<file path="config.mk">
export PLATFORM = sky130hd
export DESIGN_NAME = cache_refill_controller
export DESIGN_NICKNAME = d
export VERILOG_FILES = /design/src/rtl/cache_refill_controller.sv
export SDC_FILE = /design/constraint.sdc
export NUM_CORES = 2
export LEC_CHECK = 0
export CAP_MARGIN = 20
export CORE_AREA = 2 2 472 474
export CTS_BUF_LIST = sky130_fd_sc_hd__clkbuf_4
export CTS_CLUSTER_DIAMETER = 120
export DETAILED_ROUTE_END_ITERATION = 6
export DIE_AREA = 0 0 474 476
export SLEW_MARGIN = 10
export SYNTH_ARGS = -nofsm -noshare
export SYNTH_HDL_FRONTEND = slang
export SYNTH_SLANG_ARGS = --single-unit
export TNS_END_PERCENT = 20
</file>
<file path="constraint.sdc">
create_clock -name clk -period 9.4 [get_ports clk]
set_input_delay 1.88 -clock clk [delete_from_list [all_inputs] [get_ports clk]]
set_output_delay 1.88 -clock clk [all_outputs]
set_load 0.005 [all_outputs]
</file>
<file path="src/rtl/cache_refill_controller.sv">
// cache_refill_controller
//   Handles one cache miss at a time. It picks a victim way, reads the victim
//   line out of the array, writes it back as a burst if it is valid and dirty,
//   reads the missing line as a burst, and then writes it into the array.
//
// Ports
//   clk, rst                  clock and synchronous active-high reset
//   i_miss_*, o_miss_ready    miss request from the lookup side (accepted in IDLE)
//   i_way_valid/dirty         state bits of the missing set, sampled at accept
//   o_vrd_*, i_vrd_*          victim read strobe; tag and line return one cycle later
//   o_mem_req/we/addr, i_mem_ack   burst address phase
//   o_mem_wdata/wvalid, i_mem_wready  write-back beats
//   i_mem_rvalid/rdata        refill beats (always accepted)
//   o_fill_*                  one-cycle array write of the refilled line
//   o_busy                    high whenever a miss is in progress
module cache_refill_controller #(
    parameter int TAG_BITS        = 18,
    parameter int INDEX_BITS      = 8,
    parameter int OFFSET_BITS     = 6,
    parameter int LINE_SIZE_BYTES = 64,
    parameter int WAYS            = 4,
    parameter int DATA_WIDTH      = 32,
    parameter int ADDRESS_WIDTH   = 32
) (
    input  logic                         clk,
    input  logic                         rst,
    input  logic                         i_miss_valid,
    output logic                         o_miss_ready,
    input  logic [TAG_BITS-1:0]          i_miss_tag,
    input  logic [INDEX_BITS-1:0]        i_miss_index,
    input  logic [WAYS-1:0]              i_way_valid,
    input  logic [WAYS-1:0]              i_way_dirty,
    output logic                         o_vrd_en,
    output logic [INDEX_BITS-1:0]        o_vrd_index,
    output logic [$clog2(WAYS)-1:0]      o_vrd_way,
    input  logic [TAG_BITS-1:0]          i_vrd_tag,
    input  logic [LINE_SIZE_BYTES*8-1:0] i_vrd_data,
    output logic                         o_mem_req,
    output logic                         o_mem_we,
    output logic [ADDRESS_WIDTH-1:0]     o_mem_addr,
    input  logic                         i_mem_ack,
    output logic [DATA_WIDTH-1:0]        o_mem_wdata,
    output logic                         o_mem_wvalid,
    input  logic                         i_mem_wready,
    input  logic                         i_mem_rvalid,
    input  logic [DATA_WIDTH-1:0]        i_mem_rdata,
    output logic                         o_fill_en,
    output logic [INDEX_BITS-1:0]        o_fill_index,
    output logic [$clog2(WAYS)-1:0]      o_fill_way,
    output logic [TAG_BITS-1:0]          o_fill_tag,
    output logic [LINE_SIZE_BYTES*8-1:0] o_fill_data,
    output logic                         o_busy
);

    localparam int LINE_BITS = LINE_SIZE_BYTES * 8;
    localparam int BEATS     = LINE_BITS / DATA_WIDTH;
    localparam int WAY_W     = $clog2(WAYS);
    localparam int BEAT_W    = $clog2(BEATS);

    typedef enum logic [2:0] {
        IDLE, VREAD, WB_ADDR, WB_DATA, RF_ADDR, RF_DATA, FILL
    } state_t;

    state_t                  state_q, state_d;
    logic                    vrd_capture_q;   // second VREAD cycle: array data is on i_vrd_*
    logic [WAY_W-1:0]        ptr_q;
    logic [BEAT_W-1:0]       beat_q;
    logic [TAG_BITS-1:0]     miss_tag_q;
    logic [INDEX_BITS-1:0]   miss_index_q;
    logic [WAYS-1:0]         way_valid_q;
    logic [WAYS-1:0]         way_dirty_q;
    logic [TAG_BITS-1:0]     victim_tag_q;
    // Holds the victim line during write-back, then is overwritten beat by
    // beat with the refill; write-back always finishes before refill starts.
    logic [LINE_BITS-1:0]    line_q;

    logic [WAY_W-1:0]        victim_way;
    logic                    victim_from_ptr;
    logic                    beat_last;

    // Lowest invalid way wins; the round-robin pointer is only used when the set is full.
    always_comb begin
        victim_way      = ptr_q;
        victim_from_ptr = 1'b1;
        for (int w = WAYS - 1; w >= 0; w--) begin
            if (!way_valid_q[w]) begin
                victim_way      = WAY_W'(w);
                victim_from_ptr = 1'b0;
            end
        end
    end

    assign beat_last = (beat_q == BEAT_W'(BEATS - 1));

    always_comb begin
        state_d = state_q;
        case (state_q)
            IDLE:    if (i_miss_valid) state_d = VREAD;
            VREAD:   if (vrd_capture_q)
                         state_d = (way_valid_q[victim_way] && way_dirty_q[victim_way]) ? WB_ADDR : RF_ADDR;
            WB_ADDR: if (i_mem_ack) state_d = WB_DATA;
            WB_DATA: if (i_mem_wready && beat_last) state_d = RF_ADDR;
            RF_ADDR: if (i_mem_ack) state_d = RF_DATA;
            RF_DATA: if (i_mem_rvalid && beat_last) state_d = FILL;
            FILL:    state_d = IDLE;
            default: state_d = IDLE;
        endcase
    end

    // Outputs are decoded from state only; rst forces the idle values
    // immediately so nothing from an abandoned burst leaks out.
    always_comb begin
        o_miss_ready = 1'b0;
        o_busy       = 1'b0;
        o_vrd_en     = 1'b0;
        o_vrd_index  = '0;
        o_vrd_way    = '0;
        o_mem_req    = 1'b0;
        o_mem_we     = 1'b0;
        o_mem_addr   = '0;
        o_mem_wdata  = '0;
        o_mem_wvalid = 1'b0;
        o_fill_en    = 1'b0;
        o_fill_index = '0;
        o_fill_way   = '0;
        o_fill_tag   = '0;
        o_fill_data  = '0;
        if (rst) begin
            o_miss_ready = 1'b1;
        end else begin
            o_busy = (state_q != IDLE);
            case (state_q)
                IDLE:    o_miss_ready = 1'b1;
                VREAD: begin
                    if (!vrd_capture_q) begin
                        o_vrd_en    = 1'b1;
                        o_vrd_index = miss_index_q;
                        o_vrd_way   = victim_way;
                    end
                end
                WB_ADDR: begin
                    o_mem_req  = 1'b1;
                    o_mem_we   = 1'b1;
                    o_mem_addr = {victim_tag_q, miss_index_q, {OFFSET_BITS{1'b0}}};
                end
                WB_DATA: begin
                    o_mem_wvalid = 1'b1;
                    o_mem_wdata  = line_q[int'(beat_q) * DATA_WIDTH +: DATA_WIDTH];
                end
                RF_ADDR: begin
                    o_mem_req  = 1'b1;
                    o_mem_addr = {miss_tag_q, miss_index_q, {OFFSET_BITS{1'b0}}};
                end
                FILL: begin
                    o_fill_en    = 1'b1;
                    o_fill_index = miss_index_q;
                    o_fill_way   = victim_way;
                    o_fill_tag   = miss_tag_q;
                    o_fill_data  = line_q;
                end
                default: ;
            endcase
        end
    end

    always_ff @(posedge clk) begin
        if (rst) begin
            state_q       <= IDLE;
            vrd_capture_q <= 1'b0;
            ptr_q         <= '0;
            beat_q        <= '0;
        end else begin
            state_q       <= state_d;
            vrd_capture_q <= (state_q == VREAD) && !vrd_capture_q;
            if ((state_d != state_q) && (state_d == WB_DATA || state_d == RF_DATA))
                beat_q <= '0;
            else if ((state_q == WB_DATA && i_mem_wready) || (state_q == RF_DATA && i_mem_rvalid))
                beat_q <= beat_q + 1'b1;
            // WAYS is a power of two, so the natural wrap is WAYS-1 -> 0.
            if (state_q == FILL && victim_from_ptr)
                ptr_q <= ptr_q + 1'b1;
        end
    end

    always_ff @(posedge clk) begin
        if (state_q == IDLE && i_miss_valid) begin
            miss_tag_q   <= i_miss_tag;
            miss_index_q <= i_miss_index;
            way_valid_q  <= i_way_valid;
            way_dirty_q  <= i_way_dirty;
        end
        if (state_q == VREAD && vrd_capture_q) begin
            victim_tag_q <= i_vrd_tag;
            line_q       <= i_vrd_data;
        end
        if (state_q == RF_DATA && i_mem_rvalid)
            line_q[int'(beat_q) * DATA_WIDTH +: DATA_WIDTH] <= i_mem_rdata;
    end

endmodule

</file>
==> metrics.cfg <==
[final_layout]
area_growth_pct = 55.9
nNetsFinal = 5543
drive_gt1_share_pct = 10.5
postLayoutCoreUtil_pct = 22.6
layout.cells.most_common_list = clkdlybuf4s50_1 (1,208), nand2_1 (675), and2_1 (619)
layout_commonest_cell = clkdlybuf4s50_1
num-fill-cells = 24300

[sta]
rsz0062_at_grt = no
hold_viol = 0
period_share_pct = 76.6
fin_skew_ps = 67.7
slew_headroom_pct = -4.90
tightest_slew_ps = 1570
setup_violations = 0
period_needed_ps = 7200
slew_viol_final = 1
fin_setup_tns_ps = 0
max_freq_mhz = 139

[die]
die_height_um = 476
rows = 173
dieArea_sq_um = 226000
pin_count = 1223
design.core.area_sq_um = 221000
die_w_um = 474
initial_utilization_pct = 14.5

[critical_path]
critPathKind = reg2out
crit_path_end = o_mem_wdata[7]
arrival_ps = 5320
rrSetupSlack_ps = 4690
worstSetupPathDepth = 6
required_ps = 7520
crit_start = beat_q[2]
cp-end-kind = output port
path_buf_inv = 2
critPathLaunchType = register
critPathMaxFanout = 47
crit_chain = buf_4 > mux2i_1 > a22oi_1 > o211ai_1 > nand2_1 > clkdlybuf4s50_1
rr_worst_depth = 8
rr_startpoint = beat_q[1]
cpMaxStageDelayCell = a22oi_1
cpLargestDelayFamily = compound AO/OA/AOI/OAI gates
reg2reg_to = line_q[419]
timing.critical_path.slowest_cell_delay_ps = 1190

[clock_tree]
holdBufCountCts = 0
cts_setup_buffers = 0
numCtsBuffers = 178
clock_path_buffers = 3
worstSkewPairLatency_ps = 1290
htreeDepth = 4
postCtsResizedCells = 0
cts_root_buf = clkbuf_4
cts_tree = done
path_clk_slew_ps = 70
cts.sinks = 574

[yosys]
synth-edff-count = 52
synthCells = 3819
yosys.area.top_type = dfxtp_1
ys_seq_elements = 574
synth_area_sq_um = 32100
seq_area_frac_synth_pct = 37.4
postSynthAreaPerCell_sq_um = 8.40
synth_cell_types = 64
synth_area_leaders = dfxtp_1 (33%), and2_1 (12%), mux2i_1 (9.0%)
synthArstFlopShare_pct = 0
yosysTopAreaCellShare_pct = 32.6
ys_warn_count = 0
synth_top_flop_cell = dfxtp_1

[power]
leakage_uw = 0.0195
power_density_nw_per_um2 = 233
power_uw = 11700
peakVddDrop_uv = 130

[detailed_routing]
via_per_inst = 4.69
finalWirelength_mm = 287
drt-initial-drc-count = 4490
wl_per_cell_um = 35.4
via_count = 38100
ant_nets = 0
firstDrtPassIters = 6
drc_errors = 0

[place]
gp_congestion = 0.967
portBuffers = 1216
post-dp-hpwl_mm = 232

[outcome]
violations = slew limit
status = complete, but fails checks

[global_routing]
grt_pass1_vias = 35700
antenna_found_initial = 162
grt_pass1_wl_mm = 363
grt_util_all_layers_pct = 24.4
grt_overflow = 0
grt_max_degree = 150

[worst_hold_path]
min_path_type = reg2reg

[job]
drv_cap = 0

==> per-layer routing <==
metal  share of wire (%)  global-route usage, %  up-vias
li1                    -                      -    15900
met1                  43                   32.7    18700
met2                  39                   33.1     2917
met3                  12                   9.52      526
met4                 5.3                   13.5       28
met5               0.068                      0        -
==> sequential cells by signal, summed over array words and instances (netlist names) <==
register,count
way_valid_q,4
way_dirty_q,4
ptr_q,2
vrd_capture_q,1
state_q,3
beat_q,4
line_q,512
miss_tag_q,18
victim_tag_q,18
miss_index_q,8
==> tightest hold or removal path, cell delays in order, from the launching register on <==
cell     delay, ps
dfxtp_1        320
nand2_1         50
a31oi_1         70
==> kinds of logic after synthesis <==
logic type / count (synthesis) / synth area share [%]
other: 1 / 0.0117
adders and majority gates: 3 / 0.117
AOI/OAI and AO/OA: 868 / 16.3
muxes: 387 / 15.9
buffers and inverters: 406 / 5.07
xor gates and xnor gates: 6 / 0.187
DFF: 574 / 37.4
and+or+nand+nor: 1574 / 25.0
==> per-stage QoR <==
stage | std cells | instance area (sq um) | hold WS (ps) | worst slack [ps]
final | 8115 | 50000 | 490 | 2200
after floorplan | 3824 | 32100 | 443 | 3490
after CTS | 8035 | 49800 | 490 | 2160
after detailed placement | 7731 | 47600 | 480 | 2520
after global routing | 8079 | 49900 | 504 | 2160
after global placement | 7724 | 47500 | 470 | 1950
==> where the power goes <==
group	internal, uW	switching, uW	total (uW)
logic	1340	1440	2790
registers	3670	2510	6180
clock network	1330	1360	2690
total	6350	5310	11700
==> final cells by class <==
type                    instances  area (sq um)  area share, %
multi-input cells            2844         18600           37.3
repair buffers               1331         13100           26.3
flip-flops and latches        574         12000           24.0
well taps                    2975          3720           7.44
clock buffers                 248          1860           3.72
clock inverters                56           390          0.780
diodes                         78           195          0.390
inverters                       9          48.8         0.0975
==> cell usage after synthesis, drive strengths merged (2+ instances only) <==
cell type,count
buf,80
o21ai,100
or4,3
a31oi,288
o211ai,31
nor4,7
dfxtp,522
inv,8
nand3,69
mux4,98
xnor2,2
nand4b,2
o2111ai,2
clkbuf,317
nor3b,2
and2,619
a22o,17
ha,3
xor2,4
nor4b,3
nand4,7
and3b,2
and3,33
mux2i,288
edfxtp,52
nor3,10
nor2,82
a21oi,294
or2,3
a211oi,64
nand3b,33
nand4bb,3
and4,2
nor2b,6
nor4bb,2
a22oi,63
nand2,675
nand2b,6
a2111oi,2
==> how the worst min path moves through the flow <==
stage,startpoint,endpoint,slack (ps),cells past startpoint
after floorplan,vrd_capture_q,vrd_capture_q,440,1
after global routing,line_q[431],line_q[431],500,2
after detailed placement,line_q[253],line_q[253],480,2
after CTS,line_q[369],line_q[369],490,2
after global placement,line_q[370],line_q[370],470,2
final,line_q[369],line_q[369],490,2
Power figures use the tool's default switching activity.
